===== src/rtl/clkdiv_pkg.sv =====
// rtl/clkdiv_pkg.sv - shared defaults and named divisor constants for clock_divider_multi
package clkdiv_pkg;

    // Default counter/divisor width: 26 bits covers 50e6 with headroom.
    localparam int unsigned CNT_W_DEF = 26;

    // Default divisor: 1 Hz square wave from a 100 MHz system clock.
    localparam int unsigned RESET_DIV_DEF = 50000000;

    // A divisor of zero parks the channel.
    localparam int unsigned DIV_HALT = 0;

    // Largest divisor representable at the default width.
    localparam logic [CNT_W_DEF-1:0] DIV_MAX = '1;

endpackage


===== src/rtl/clkdiv_channel.sv =====
// rtl/clkdiv_channel.sv - one divider channel (counter, divisor, tick, square out); CLKDIV_GLITCHLESS_UPDATE_EN adds a shadow divisor
module clkdiv_channel
    import clkdiv_pkg::*;
#(
    parameter int unsigned CNT_W     = CNT_W_DEF,
    parameter int unsigned RESET_DIV = RESET_DIV_DEF
) (
    input  logic             clk,
    input  logic             resetn,
    input  logic             en,
    input  logic             sync,
    input  logic             wr_en,
    input  logic [CNT_W-1:0] wr_div,
    output logic             tick,
    output logic             clk_out
);

    localparam logic [CNT_W-1:0] DIV_RST = CNT_W'(RESET_DIV);

    logic [CNT_W-1:0] cnt;
    logic [CNT_W-1:0] div_act;
    logic [CNT_W-1:0] div_m1;
    logic             halted;
    logic             terminal;

    // N-1 is only formed for a non-zero divisor so the compare never sees a wrapped value.
    assign halted   = (div_act == CNT_W'(DIV_HALT));
    assign div_m1   = halted ? '0 : (div_act - CNT_W'(1));
    // Using >= lets a shrunken divisor end the period on the very next cycle instead of wrapping.
    assign terminal = !halted && (cnt >= div_m1);

    // Counter, tick pulse and square-wave state; sync outranks the terminal action.
    always_ff @(posedge clk) begin
        if (!resetn) begin
            cnt     <= '0;
            tick    <= 1'b0;
            clk_out <= 1'b0;
        end else if (sync) begin
            cnt     <= '0;
            tick    <= 1'b0;
            clk_out <= 1'b0;
        end else if (halted) begin
            cnt     <= '0;
            tick    <= 1'b0;
        end else if (!en) begin
            tick    <= 1'b0;
        end else if (terminal) begin
            cnt     <= '0;
            tick    <= 1'b1;
            clk_out <= ~clk_out;
        end else begin
            cnt     <= cnt + CNT_W'(1);
            tick    <= 1'b0;
        end
    end

`ifdef CLKDIV_GLITCHLESS_UPDATE_EN
    logic [CNT_W-1:0] div_shadow;
    logic [CNT_W-1:0] shadow_next;
    logic             load;

    // A write in the same cycle as a load point is taken straight through to the active divisor.
    assign shadow_next = wr_en ? wr_div : div_shadow;
    // Halted channels also load, otherwise a channel parked at N=0 with en high could never restart.
    assign load        = sync || !en || halted || terminal;

    // Shadow captures writes; active divisor only changes at a period boundary or while idle.
    always_ff @(posedge clk) begin
        if (!resetn) begin
            div_shadow <= DIV_RST;
            div_act    <= DIV_RST;
        end else begin
            div_shadow <= shadow_next;
            if (load) begin
                div_act <= shadow_next;
            end
        end
    end
`else
    // Writes take effect immediately; the counter keeps running.
    always_ff @(posedge clk) begin
        if (!resetn) begin
            div_act <= DIV_RST;
        end else if (wr_en) begin
            div_act <= wr_div;
        end
    end
`endif

endmodule


===== src/rtl/clock_divider_multi.sv =====
// rtl/clock_divider_multi.sv - programmable multi-channel clock divider top; CLKDIV_GLITCHLESS_UPDATE_EN selects deferred divisor updates
module clock_divider_multi
    import clkdiv_pkg::*;
#(
    parameter int unsigned NUM_CH    = 2,
    parameter int unsigned CNT_W     = CNT_W_DEF,
    parameter int unsigned CH_W      = 1,
    parameter int unsigned RESET_DIV = RESET_DIV_DEF
) (
    input  logic              Clk,
    input  logic              Reset,
    input  logic [NUM_CH-1:0] En,
    input  logic              Sync,
    input  logic              Wr_En,
    input  logic [CH_W-1:0]   Wr_Ch,
    input  logic [CNT_W-1:0]  Wr_Div,
    output logic [NUM_CH-1:0] Tick,
    output logic [NUM_CH-1:0] Clk_Out
);

    logic [NUM_CH-1:0] wr_sel;

    // Decode the channel select; values at or beyond NUM_CH match no channel and are dropped.
    always_comb begin
        wr_sel = '0;
        for (int i = 0; i < NUM_CH; i++) begin
            if (Wr_En && (Wr_Ch == CH_W'(i))) begin
                wr_sel[i] = 1'b1;
            end
        end
    end

    for (genvar g = 0; g < NUM_CH; g++) begin : g_ch
        clkdiv_channel #(
            .CNT_W     (CNT_W),
            .RESET_DIV (RESET_DIV)
        ) u_ch (
            .clk     (Clk),
            .resetn  (Reset),
            .en      (En[g]),
            .sync    (Sync),
            .wr_en   (wr_sel[g]),
            .wr_div  (Wr_Div),
            .tick    (Tick[g]),
            .clk_out (Clk_Out[g])
        );
    end

endmodule


===== config.mk =====
export PLATFORM = sky130hd
export DESIGN_NAME = clock_divider_multi
export DESIGN_NICKNAME = d
export VERILOG_FILES = /design/src/rtl/clkdiv_pkg.sv /design/src/rtl/clkdiv_channel.sv /design/src/rtl/clock_divider_multi.sv
export SDC_FILE = /design/constraint.sdc
export NUM_CORES = 1
export LEC_CHECK = 0
export BUFFER_PORTS_ARGS = -buffer_cell sky130_fd_sc_hd__buf_2
export CELL_PAD_IN_SITES_DETAIL_PLACEMENT = 1
export CELL_PAD_IN_SITES_GLOBAL_PLACEMENT = 2
export CORE_MARGIN = 2
export CORE_UTILIZATION = 33
export CTS_CLUSTER_DIAMETER = 200
export DETAILED_ROUTE_END_ITERATION = 6
export PLACE_DENSITY_LB_ADDON = 0.1
export SLEW_MARGIN = 40
export SYNTH_ARGS = -nofsm -noshare
export SYNTH_HDL_FRONTEND = slang
export SYNTH_SLANG_ARGS = --single-unit

===== constraint.sdc =====
create_clock -name Clk -period 4.3 [get_ports Clk]
set_input_delay 1.29 -clock Clk [delete_from_list [all_inputs] [get_ports Clk]]
set_output_delay 1.29 -clock Clk [all_outputs]
set_load 0.1 [all_outputs]

Word-level counts from Yosys, hierarchy flattened. Index checks and enable logic that the tools add are counted.

Add/subtract/negate cells: 4. $lt $le $gt $ge: 2. Mux-type cells: 8. Bitwise logic cells: 8. Reductions and logical operators: 15.

Operators with widths (number): $mux 26 (4); $add 26x1->26 const B (2); $ge 26x26->1 (2); $logic_not 26->1 (2); $sub 26x1->26 const B (2); $not 1->1 (8); $reduce_or 4->1 (2); $reduce_and 3->1 (2); $reduce_or 3->1 (2); $logic_and 1x1->1 (4); $mux 1 (4); $logic_not 1->1 (2); $reduce_or 2->1 (1).

Register bits: 108. Bits of input ports: 33. Logic and storage cells: 45.

Depth between registers and ports, before layout. Gate-level depths: netlist (run 1).

Depth in word-level cells: 5. Depth in mapped cells: 17.

Hierarchy. From an unflattened synthesis (run 1), not the netlist that was laid out.

Cell total of the unflattened synthesis: 781. Area, all modules: 6612.6 um2.

By module, submodules not included: clkdiv_channel (g_ch[0].u_ch) (instances 1, cells each 389, area an instance 3313.2 um2, sequential area each 1081.0 um2); clkdiv_channel (g_ch[1].u_ch) (instances 1, cells each 390, area an instance 3283.1 um2, sequential area each 1081.0 um2); clock_divider_multi (instances 1, cells each 2, area an instance 16.3 um2, sequential area each 0.0 um2).

Worst setup path before layout (run 1). Ideal clock, no wire load.

Path kind: register -> register. From: register g_ch[1].u_ch.div_act[0]. To: register g_ch[1].u_ch.cnt[2]. Setup time: 0.095 ns. Arrival: 4.241 ns. Required time: 4.205 ns. Path slack: -0.036 ns. Cell stages (with the launch flop): 17. Path buffers: 3. Period minus slack after synthesis: 4.336 ns. Path through: dfxtp_1 -> inv_1 -> ha_1 -> or4b_4 -> or4b_1 -> buf_2 -> or4_1 -> buf_4 -> clkbuf_1 -> nand2_1 -> ha_1 -> a21o_1 -> a21o_1 -> a221o_1 -> or2_2 -> or3_1 -> a221oi_1.

Word-level cells in the longest chain between the ends: 5.

Ends and longest elaborated chain: from (decl) (RTL line clkdiv_channel.sv:21) `logic [CNT_W-1:0] div_act;`; from (signal assigned) (RTL line clkdiv_channel.sv:85) `div_act <= wr_div;`; $sub 26x1->26 / $logic_not 26->1 (equally long branches) (RTL line clkdiv_channel.sv:28, clkdiv_channel.sv:27); $mux 26 (RTL line clkdiv_channel.sv:28) `assign div_m1 = halted ? '0 : (div_act - CNT_W'(1));`; $ge 26x26->1 (RTL line clkdiv_channel.sv:30) `assign terminal = !halted && (cnt >= div_m1);`; $logic_and 1x1->1 (RTL line clkdiv_channel.sv:30); $mux 26 (RTL line clkdiv_channel.sv:47) `end else if (terminal) begin`; to (signal assigned) (RTL line clkdiv_channel.sv:52) `cnt <= cnt + CNT_W'(1);`; to (decl) (RTL line clkdiv_channel.sv:20) `logic [CNT_W-1:0] cnt;`.

Parallel ways exist; a longest one is shown, timed or not. A chain may end at the register's enable or synchronous reset.

Worst setup path in the final report (run 1).
From: register g_ch[1].u_ch.div_act[1]. To: register g_ch[1].u_ch.cnt[7].

Same word-level chain as after synthesis.

==> results of run 1 <==
-- where the power goes --
part           switching [mW]  leakage, nW  internal [mW]
Sequential             0.0320        0.880           1.03
Clock                   0.391        0.149          0.483
Combinational           0.178         2.21          0.134
-- cell families (layout without fill, tap and decap cells) --
family                     Yosys count  in the layout  synth area share, %
and+or+nand+nor                    460            460                 31.7
DFF                                108            108                 32.5
xor gates and xnor gates            83             83                 10.9
muxes                                5              5                0.752
adders and majority gates           56             56                 10.5
AOI/OAI and AO/OA                   94             97                 9.89
buffers and inverters               54            107                 3.68
-- final cells by class --
type	instances	area (sq um)
Inverter	17	63.8
Timing Repair Buffer	74	494
Clock buffer	12	256
Sequential cell	108	2160
Clock inverter	4	47.5
Tap cell	265	332
Fill cell	2467	11800
Multi-Input combinational cell	701	4530
-- registers in the layout (all words and copies together) (netlist names) --
signal / flops
g_ch.u_ch.div_act: 52
g_ch.u_ch.tick: 2
g_ch.u_ch.cnt: 52
g_ch.u_ch.clk_out: 2
-- placed cells by master, fill, tap and decap left out, types with 3 or more instances in the layout --
master	netlist	layout
nand2_1	202	201
dfxtp_1	108	106
nor2_1	95	94
ha_1	56	50
xor2_1	46	46
nand3_1	45	45
xnor2_1	37	37
buf_2	1	36
buf_4	7	35
a21boi_0	28	28
nand4_1	22	22
nor3_1	20	19
a21oi_1	20	18
inv_1	17	16
or4_1	13	9
o21ai_0	12	9
clkbuf_16	0	9
or3_1	13	8
nand2b_1	9	8
nor4_1	11	7
a21o_1	7	6
or4_4	1	5
or3_4	0	5
and4_1	5	5
and3_1	5	5
ha_4	0	5
mux2i_1	5	4
and2_1	5	4
a211o_4	1	4
nor2b_1	4	3
o31ai_1	3	3
nor4_2	0	3
o21ai_1	0	3
a211oi_1	4	3
-- path summary, 6_finish.rpt --
kind / slack [ns] / end / startpoint
setup / recovery: 0.08 / g_ch[1].u_ch.cnt[7]$_SDFFE_PP0P_ / g_ch[1].u_ch.div_act[1]$_SDFFE_PN0P_
hold reg to reg: 0.49 / g_ch[1].u_ch.clk_out$_SDFFE_PP0P_ / g_ch[1].u_ch.clk_out$_SDFFE_PP0P_
hold / removal: 0.49 / g_ch[1].u_ch.clk_out$_SDFFE_PP0P_ / g_ch[1].u_ch.clk_out$_SDFFE_PP0P_
setup reg to reg: 0.08 / g_ch[1].u_ch.cnt[7]$_SDFFE_PP0P_ / g_ch[1].u_ch.div_act[1]$_SDFFE_PN0P_
-- worst max-delay path: stages, from the launching register on --
cell      delay [ns]
dfxtp_2         0.34
inv_1           0.07
ha_2            0.19
or4b_4          0.48
or4b_4          0.55
or4_4           0.47
buf_12          0.17
nand2_1         0.11
ha_4            0.22
a21oi_2         0.13
o21ai_1         0.09
a2111o_1        0.44
a21o_4          0.27
buf_4           0.15
a211o_4         0.36
nor2_1          0.10
-- per-layer routing --
metal  up-vias  share of wire [%]  routed length [um]
met1      2957                 52               10200
met3        15                3.5                 675
met4         0               0.85                 167
li1       3042                  -                   -
met5         -                  0                   0
met2        65                 44                8530
-- through the flow --
step                setup WS [ns]  area [sq um]  hold slack (ns)
floorplan                 0.00381          6660            0.446
global placement           0.0746          7220            0.454
detailed placement         -0.167          7230            0.485
CTS                        0.0240          7600            0.496
global route              -0.0751          7890            0.518
finish                     0.0787          7890            0.489
-- what timing repair did --
action	in CTS	in global routing
setup buffers	1	8
setup endpoints to repair	51	56
cloned	1	2
pin swaps	3	15
gates resized for setup	11	42
==> results.yml, run 1 <==
run_status:
  status: "finished clean"
global_routing:
  use_met3_pct: 2.72
  first_global_vias: 6264
  grt_overflow: 0
  top_usage_layer: "met2"
  grt_max_degree: 53
  grt_pass1_wl_um: 31100
  grt_antenna_before_repair: 0
  grt_usage_pct: 17.9
  grt_util_met1_pct: 26.2
  grtUsageMet2_pct: 28.0
final_layout:
  layout-drive-gt1-share_pct: 15.4
  stdcell_count: 1181
  areaGrowthSynthToFinish_pct: 18.6
  num_antenna_cells: 0
  fin_util_pct: 40.2
  fin_nets: 1000
sta:
  fin_crit_sh_pct: 98.2
  min_period_ns: 4.22
  grt_setup_unrepaired: "yes"
  tns_ns: 0
  setup_violations: 0
  slew_headroom_pct: 49.0
  fmaxAchievable_mhz: 237
  fin_worst_skew_ns: 0.00915
  worst_slew_pin_slew_ns: 0.757
  drv_slew: 0
  finalHoldViolations: 0
detailed_routing:
  dr.pass1.iters: 4
  vias_per_cell: 5.15
  route.detailed.drc: 0
  vias: 6079
  wl_per_cell_um: 16.5
  ant_nets: 0
  totalWireLength_um: 19500
  drtIter0Drc: 242
synth:
  synth_seq_cells: 108
  ys_seq_area_share_pct: 32.5
  syn-num-nets: 949
  synthArstFlopShare_pct: 0
  synth_edf_count: 0
  synth_cells: 860
  synth.avg_cell_area_sq_um: 7.74
  synth.largest_area_cell: "dfxtp_1"
  synthFlopType: "dfxtp_1"
  netlist.area_leader.share_pct: 32.5
  synth.distinct_cells: 52
  syn_area_sq_um: 6660
  yosysWarnings: 0
  synth_most_common_cell: "nand2_1"
  ys_top_cells_by_count: "202 x nand2_1, 108 x dfxtp_1, 95 x nor2_1, 56 x ha_1, 46 x xor2_1"
  ys_top_cells_by_area: "dfxtp_1 32%, nand2_1 11%, ha_1 11%"
setup_path:
  worstSetupPathType: "reg -> reg"
  worstPathArrival_ns: 4.52
  worstPathMaxFanout: 15
  start_kind: "flip-flop"
  reg2reg_depth: 15
  endpoint_kind: "flip-flop"
  worst_ep_required_time_ns: 4.60
power_and_ir_drop:
  irDropWorstVdd_mv: 0.171
  power.total_mw: 2.25
  p_leak_nw: 3.23
  p_per_area_nw_per_um2: 285
cts:
  clkLatencyLatePin_ns: 0.36
  cts_tree: "built"
  cts-buffers-inserted: 9
  cts-root-buf: "clkbuf_16"
  clockBufferDepth: 2
  holdBufCountCts: 0
  htreeDepth: 3
  clock-sinks: 108
  clkTransAtPathRegs_ns: 0.07
die:
  coreArea_sq_um: 19700
  die_h_um: 146
  ios: 37
  rows: 51
  die_area_sq_um: 21300
  start_util_pct: 33.9
  dieWidth_um: 146
placement:
  dpl.cell_count: 1153
  io_buffer_count: 36
  place_congestion: 0.785
  hpwl_um: 14700
hold_path:
  hold_path.class: "reg -> reg"
  holdPathStages: 2
job:
  drv_cap: 0
No activity file was read; power rests on OpenSTA's default activity.
==> run 2, diff against run 1 <==
CORE_UTILIZATION = 34   (was 33)
CTS_BUF_LIST = sky130_fd_sc_hd__clkbuf_4   (was unset)
SKIP_LAST_GASP = 1   (was unset)
==> run 2 against run 1 <==
  * Global-route usage up 1.5 points
  * Non-clock buffer count up 19
  * Die area down 2.9%
  * Clock skew up 0.016 ns
  * Critical path depth unchanged
  * Worst hold slack about the same
  * Clock power down 35%
  * Sequential power about the same
  * Critical path type unchanged
==> results.yml, run 2 (synthesis gave the netlist of run 1 again) <==
run_status:
  status: "finished clean"
die:
  dieWidth_um: 144
  coreArea_sq_um: 19300
  rows: 51
  start_util_pct: 34.4
  die_area_sq_um: 20700
  ios: 37
  die_h_um: 144
power_and_ir_drop:
  p_leak_nw: 3.27
  sw_frac_of_total_pct: 33.0
  irDropWorstVdd_mv: 0.130
  pwr-share-comb_pct: 17.9
  power.total_mw: 1.98
  p_per_area_nw_per_um2: 249
  p_switching_mw: 0.653
  p_int_mw: 1.33
  clkPwrFrac_pct: 28.7
  sequentialPowerShare_pct: 53.4
setup_path:
  worst_ep_required_time_ns: 4.74
  worstPathArrival_ns: 4.69
  r2r_slack_ns: 0.05
  r2r-end: "g_ch[1].u_ch.cnt[2]$_SDFFE_PP0P_"
  endpoint_kind: "flip-flop"
  reg2reg_depth: 15
  worstPathMaxFanout: 7
  worstSetupPathType: "reg -> reg"
  reg2reg_from: "g_ch[1].u_ch.div_act[1]$_SDFFE_PN0P_"
  start_kind: "flip-flop"
sta:
  fin_worst_skew_ns: 0.0254
  worst_slew_pin_slew_ns: 0.634
  drv_slew: 0
  grt_setup_unrepaired: "yes"
  min_period_ns: 4.25
  slew_headroom_pct: 57.4
  setup_slack_ns: 0.0501
  finalHoldViolations: 0
  fmaxAchievable_mhz: 235
  fin_crit_sh_pct: 98.8
  setup_violations: 0
global_routing:
  grt_antenna_before_repair: 1
  grt_usage_pct: 19.3
  grt_max_degree: 53
  grt_overflow: 0
  grt_pass1_wl_um: 31600
  first_global_vias: 6206
detailed_routing:
  ant_nets: 0
  vias: 6102
  route.detailed.drc: 0
  dr.pass1.iters: 4
  drtIter0Drc: 220
  totalWireLength_um: 20100
  vias_per_cell: 5.08
  wl_per_cell_um: 16.7
placement:
  place_congestion: 0.807
  hpwl_um: 15600
  io_buffer_count: 36
  pre_cts_slack_ns: -0.0864
final_layout:
  fillCellCount: 2375
  layout_commonest_cell: "nand2_1"
  fin_nets: 1018
  areaGrowthSynthToFinish_pct: 19.5
  layout-drive-gt1-share_pct: 18.3
  reg_top3: "g_ch.u_ch.cnt: 52 flops, g_ch.u_ch.div_act: 52 flops"
  final_cell_mix: "193 x nand2_1, 105 x dfxtp_1, 94 x nor2_1, 51 x buf_4"
  multi_input_area_sq_um: 4580
  register_area_sq_um: 2170
  fin_util_pct: 41.2
hold_path:
  min-delay-start: "g_ch[0].u_ch.clk_out$_SDFFE_PP0P_"
  hold_path.class: "reg -> reg"
  min_to: "g_ch[0].u_ch.clk_out$_SDFFE_PP0P_"
  holdPathStages: 2
cts:
  cts_tree: "built"
  cts-root-buf: "clkbuf_4"
  clockBufferDepth: 2
  holdBufCountCts: 0
  clkTransAtPathRegs_ns: 0.20
  clock-sinks: 108
  htreeDepth: 3
  cts-buffers-inserted: 9
  clkLatencyLatePin_ns: 0.52
job:
  drv_cap: 0
-- run 2: cell count changes in the layout (fill, tap and decap cells not counted), sizes merged --
cell	before	now
clkinv	2	4
bufinv	1	0
clkinvlp	1	0
inv	17	20
a211o	5	4
buf	74	93
diode	0	2
clkbuf	12	9
-- run 2: worst max path at each step --
stage | start | to | cells after the start
global route | g_ch[1].u_ch.div_act[0]$_SDFFE_PN0P_ | g_ch[1].u_ch.clk_out$_SDFFE_PP0P_ | 16
detailed placement | g_ch[0].u_ch.div_act[7]$_SDFFE_PN1P_ | g_ch[0].u_ch.cnt[11]$_SDFFE_PP0P_ | 17
floorplan | g_ch[1].u_ch.div_act[0]$_SDFFE_PN0P_ | g_ch[1].u_ch.cnt[2]$_SDFFE_PP0P_ | 16
global placement | g_ch[0].u_ch.div_act[18]$_SDFFE_PN0P_ | g_ch[0].u_ch.cnt[16]$_SDFFE_PP0P_ | 15
finish | g_ch[1].u_ch.div_act[1]$_SDFFE_PN0P_ | g_ch[1].u_ch.cnt[2]$_SDFFE_PP0P_ | 15
CTS | g_ch[1].u_ch.div_act[1]$_SDFFE_PN0P_ | g_ch[1].u_ch.cnt[2]$_SDFFE_PP0P_ | 14
-- run 2: final cells by class --
class	count	share of cell area [%]
Timing Repair Buffer	93	8.26
Sequential cell	108	27.3
Clock inverter	7	1.05
Tap cell	265	4.17
Multi-Input combinational cell	700	57.5
Antenna cell	2	0.0629
Inverter	17	0.833
Clock buffer	9	0.849
-- run 2: power groups by stage --
| stage | registers, mW | logic (mW) | clock network, mW |
|---|---|---|---|
| final | 1.06 | 0.353 | 0.568 |
| after global routing | 1.06 | 0.396 | 0.625 |
| after CTS | 1.06 | 0.321 | 0.591 |
| after detailed placement | 1.08 | 0.318 | 0 |
| after global placement | 1.08 | 0.303 | 0 |
| after floorplan | 1.08 | 0.194 | 0 |
-- run 2: critical path, cell delays in order, from the launching register on --
cell and delay [ns]:
dfxtp_4 0.41, inv_4 0.06, ha_4 0.12, or4b_4 0.46, or4b_4 0.56, or4_4 0.57, buf_12 0.15, buf_12 0.14
and2_4 0.16, ha_4 0.23, nand2_2 0.06, nor3_1 0.05, a221o_1 0.38, or2_4 0.28, or3_4 0.33, a221oi_2 0.23
-- run 2: what timing repair did --
action                                  4_1_cts  5_1_grt
cloned                                        0        2
gates resized for setup                       7       62
pin swaps                                     0       27
setup buffers                                 0        8
endpoints found under the setup margin       45       53
-- run 2: per-stage QoR --
step	hold WS, ns	TNS [ns]	std cells	area [sq um]
floorplan	0.446	0	860	6660
detailed placement	0.474	-1.82	1173	7380
CTS	0.498	0	1189	7560
global placement	0.453	-1.34	1173	7370
finish	0.489	0	1201	7960
global route	0.540	-0.133	1201	7960
-- run 2: per-layer routing --
layer	global-route usage (%)	wire length [um]
met5	0	0
met4	5.26	281
met3	1.93	246
met2	33.6	9880
met1	25.5	9690
==> run 3, diff against run 2 <==
CELL_PAD_IN_SITES_DETAIL_PLACEMENT = unset   (was 1)
CELL_PAD_IN_SITES_GLOBAL_PLACEMENT = unset   (was 2)
CORE_UTILIZATION = 58   (was 34)
PLACE_DENSITY = 0.79   (was unset)
PLACE_DENSITY_LB_ADDON = unset   (was 0.1)
==> run 3 against run 2 <==
  * Worst setup slack improved by 0.040 ns
  * Total power fell by 6.1%
  * Via count fell by 0.13%
  * Critical path depth fell by 1
  * Sequential power barely moved
  * Final area fell by 6.6%
  * Clock-buffer cell count rose by 1
  * Clock power fell by 11%
  * Fmax rose by 0.94%
  * Worst hold slack got worse by 0.0094 ns
  * Critical endpoint unchanged
  * Highest routed layer unchanged
==> results.yml, run 3 (synthesis gave the netlist of run 1 again) <==
run_status:
  status: "finished clean"
final_layout:
  layout-drive-gt1-share_pct: 13.2
  num_antenna_cells: 0
  reg_top3: "g_ch.u_ch.cnt: 52 flops, g_ch.u_ch.div_act: 52 flops"
  register_area_sq_um: 2170
  fin_util_pct: 65.6
  multi_input_area_sq_um: 4420
  fin_area_sq_um: 7430
  final_cell_mix: "200 x nand2_1, 105 x dfxtp_1, 95 x nor2_1, 55 x ha_1, 46 x xor2_1"
  fillCellCount: 991
  areaGrowthSynthToFinish_pct: 11.6
  fin_nets: 993
  layout_commonest_cell: "nand2_1"
setup_path:
  worstSetupPathType: "reg -> reg"
  worstPathArrival_ns: 4.61
  start_kind: "flip-flop"
  r2r-end: "g_ch[1].u_ch.cnt[2]$_SDFFE_PP0P_"
  worstPathMaxFanout: 8
  worst_ep_required_time_ns: 4.70
  reg2reg_from: "g_ch[1].u_ch.div_act[1]$_SDFFE_PN0P_"
  critPathLaunch: "g_ch[1].u_ch.div_act[1]$_SDFFE_PN0P_"
  endpoint_kind: "flip-flop"
  r2r_slack_ns: 0.09
  reg2reg_depth: 14
detailed_routing:
  dr.pass1.iters: 5
  wl_per_cell_um: 14.5
  vias: 6094
  drtIter0Drc: 354
  totalWireLength_um: 15200
  route.detailed.drc: 0
  ant_nets: 0
  vias_per_cell: 5.79
power_and_ir_drop:
  irDropWorstVdd_mv: 0.161
  p_per_area_nw_per_um2: 250
  power.total_mw: 1.86
  p_leak_nw: 3.15
die:
  coreArea_sq_um: 11300
  die_area_sq_um: 12300
  die_h_um: 111
  start_util_pct: 58.8
  ios: 37
  rows: 39
  dieWidth_um: 111
cts:
  clkLatencyLatePin_ns: 0.47
  htreeDepth: 3
  cts-buffers-inserted: 9
  cts-root-buf: "clkbuf_4"
  clkTransAtPathRegs_ns: 0.15
  clockBufferDepth: 2
  cts_tree: "built"
  clock-sinks: 108
  holdBufCountCts: 0
sta:
  fin_worst_skew_ns: 0.0188
  min_period_ns: 4.21
  drv_slew: 0
  finalHoldViolations: 0
  worst_slew_pin_slew_ns: 0.605
  fin_crit_sh_pct: 97.9
  setup_violations: 0
  fmaxAchievable_mhz: 238
  tns_ns: 0
  slew_headroom_pct: 59.6
global_routing:
  first_global_vias: 5364
  grt_antenna_before_repair: 0
  grt_usage_pct: 24.0
  grt_pass1_wl_um: 24900
  grt_max_degree: 53
  grt_overflow: 0
job:
  drv_cap: 0
hold_path:
  holdPathStages: 2
  min_to: "g_ch[1].u_ch.clk_out$_SDFFE_PP0P_"
  hold_path.class: "reg -> reg"
  min-delay-start: "g_ch[1].u_ch.clk_out$_SDFFE_PP0P_"
placement:
  placed_area_sq_um: 7040
  io_buffer_count: 36
  hpwl_um: 11000
  place_congestion: 0.861
[run 3: power breakdown]
part,switching [mW],internal [mW],total (mW)
clock,0.328,0.179,0.507
combinational,0.163,0.124,0.287
sequential,0.0333,1.03,1.06
total,0.524,1.33,1.86
[run 3: worst max-delay path, cell delays in order, from the launching register on]
cell and delay [ns]:
dfxtp_2 0.36, inv_2 0.07, ha_4 0.14, or4b_4 0.47, or4b_4 0.50, or4_4 0.63
buf_12 0.18, and2_1 0.15, ha_1 0.28, nand2_1 0.08, nor3_2 0.04, a221o_1 0.38
or2_4 0.29, or3_4 0.33, a221oi_2 0.24
[run 3: worst max path at each step]
stage                                                   end  slack (ns)  depth (start not counted)
final                      g_ch[1].u_ch.cnt[2]$_SDFFE_PP0P_        0.09                         14
after global placement    g_ch[1].u_ch.cnt[22]$_SDFFE_PP0P_        0.09                         14
after floorplan            g_ch[1].u_ch.cnt[2]$_SDFFE_PP0P_       0.004                         16
after CTS                  g_ch[1].u_ch.cnt[2]$_SDFFE_PP0P_        0.05                         14
after detailed placement   g_ch[1].u_ch.cnt[2]$_SDFFE_PP0P_        0.01                         14
after global routing       g_ch[1].u_ch.cnt[2]$_SDFFE_PP0P_       -0.05                         14
[run 3: timing repair]
action,in CTS,in global routing
endpoints found under the setup margin,2,54
gates cloned,0,5
resized for setup,1,33
pin swaps,1,15
buffers inserted,0,3
[run 3: per-stage QoR]
stage / cells / hold WS (ns) / setup slack (ns)
CTS: 1044 / 0.486 / 0.0538
floorplan: 860 / 0.446 / 0.00381
global placement: 1028 / 0.457 / 0.0949
finish: 1052 / 0.479 / 0.0897
detailed placement: 1028 / 0.469 / 0.0132
global route: 1052 / 0.516 / -0.0536
[run 3: area by class of cell]
cell class / count / share of cell area [%]
clock buffer: 10 / 1.01
tap: 143 / 2.41
sequential: 108 / 29.2
multi-input combinational: 701 / 59.5
timing repair buffer: 67 / 6.37
clock inverter: 6 / 0.741
inverter: 17 / 0.859
[run 3: layer usage]
layer	routed length (um)	GRT usage, %
met1	7520	36.2
met3	977	3.55
met2	6470	34.7
met4	266	8.97
met5	0	0
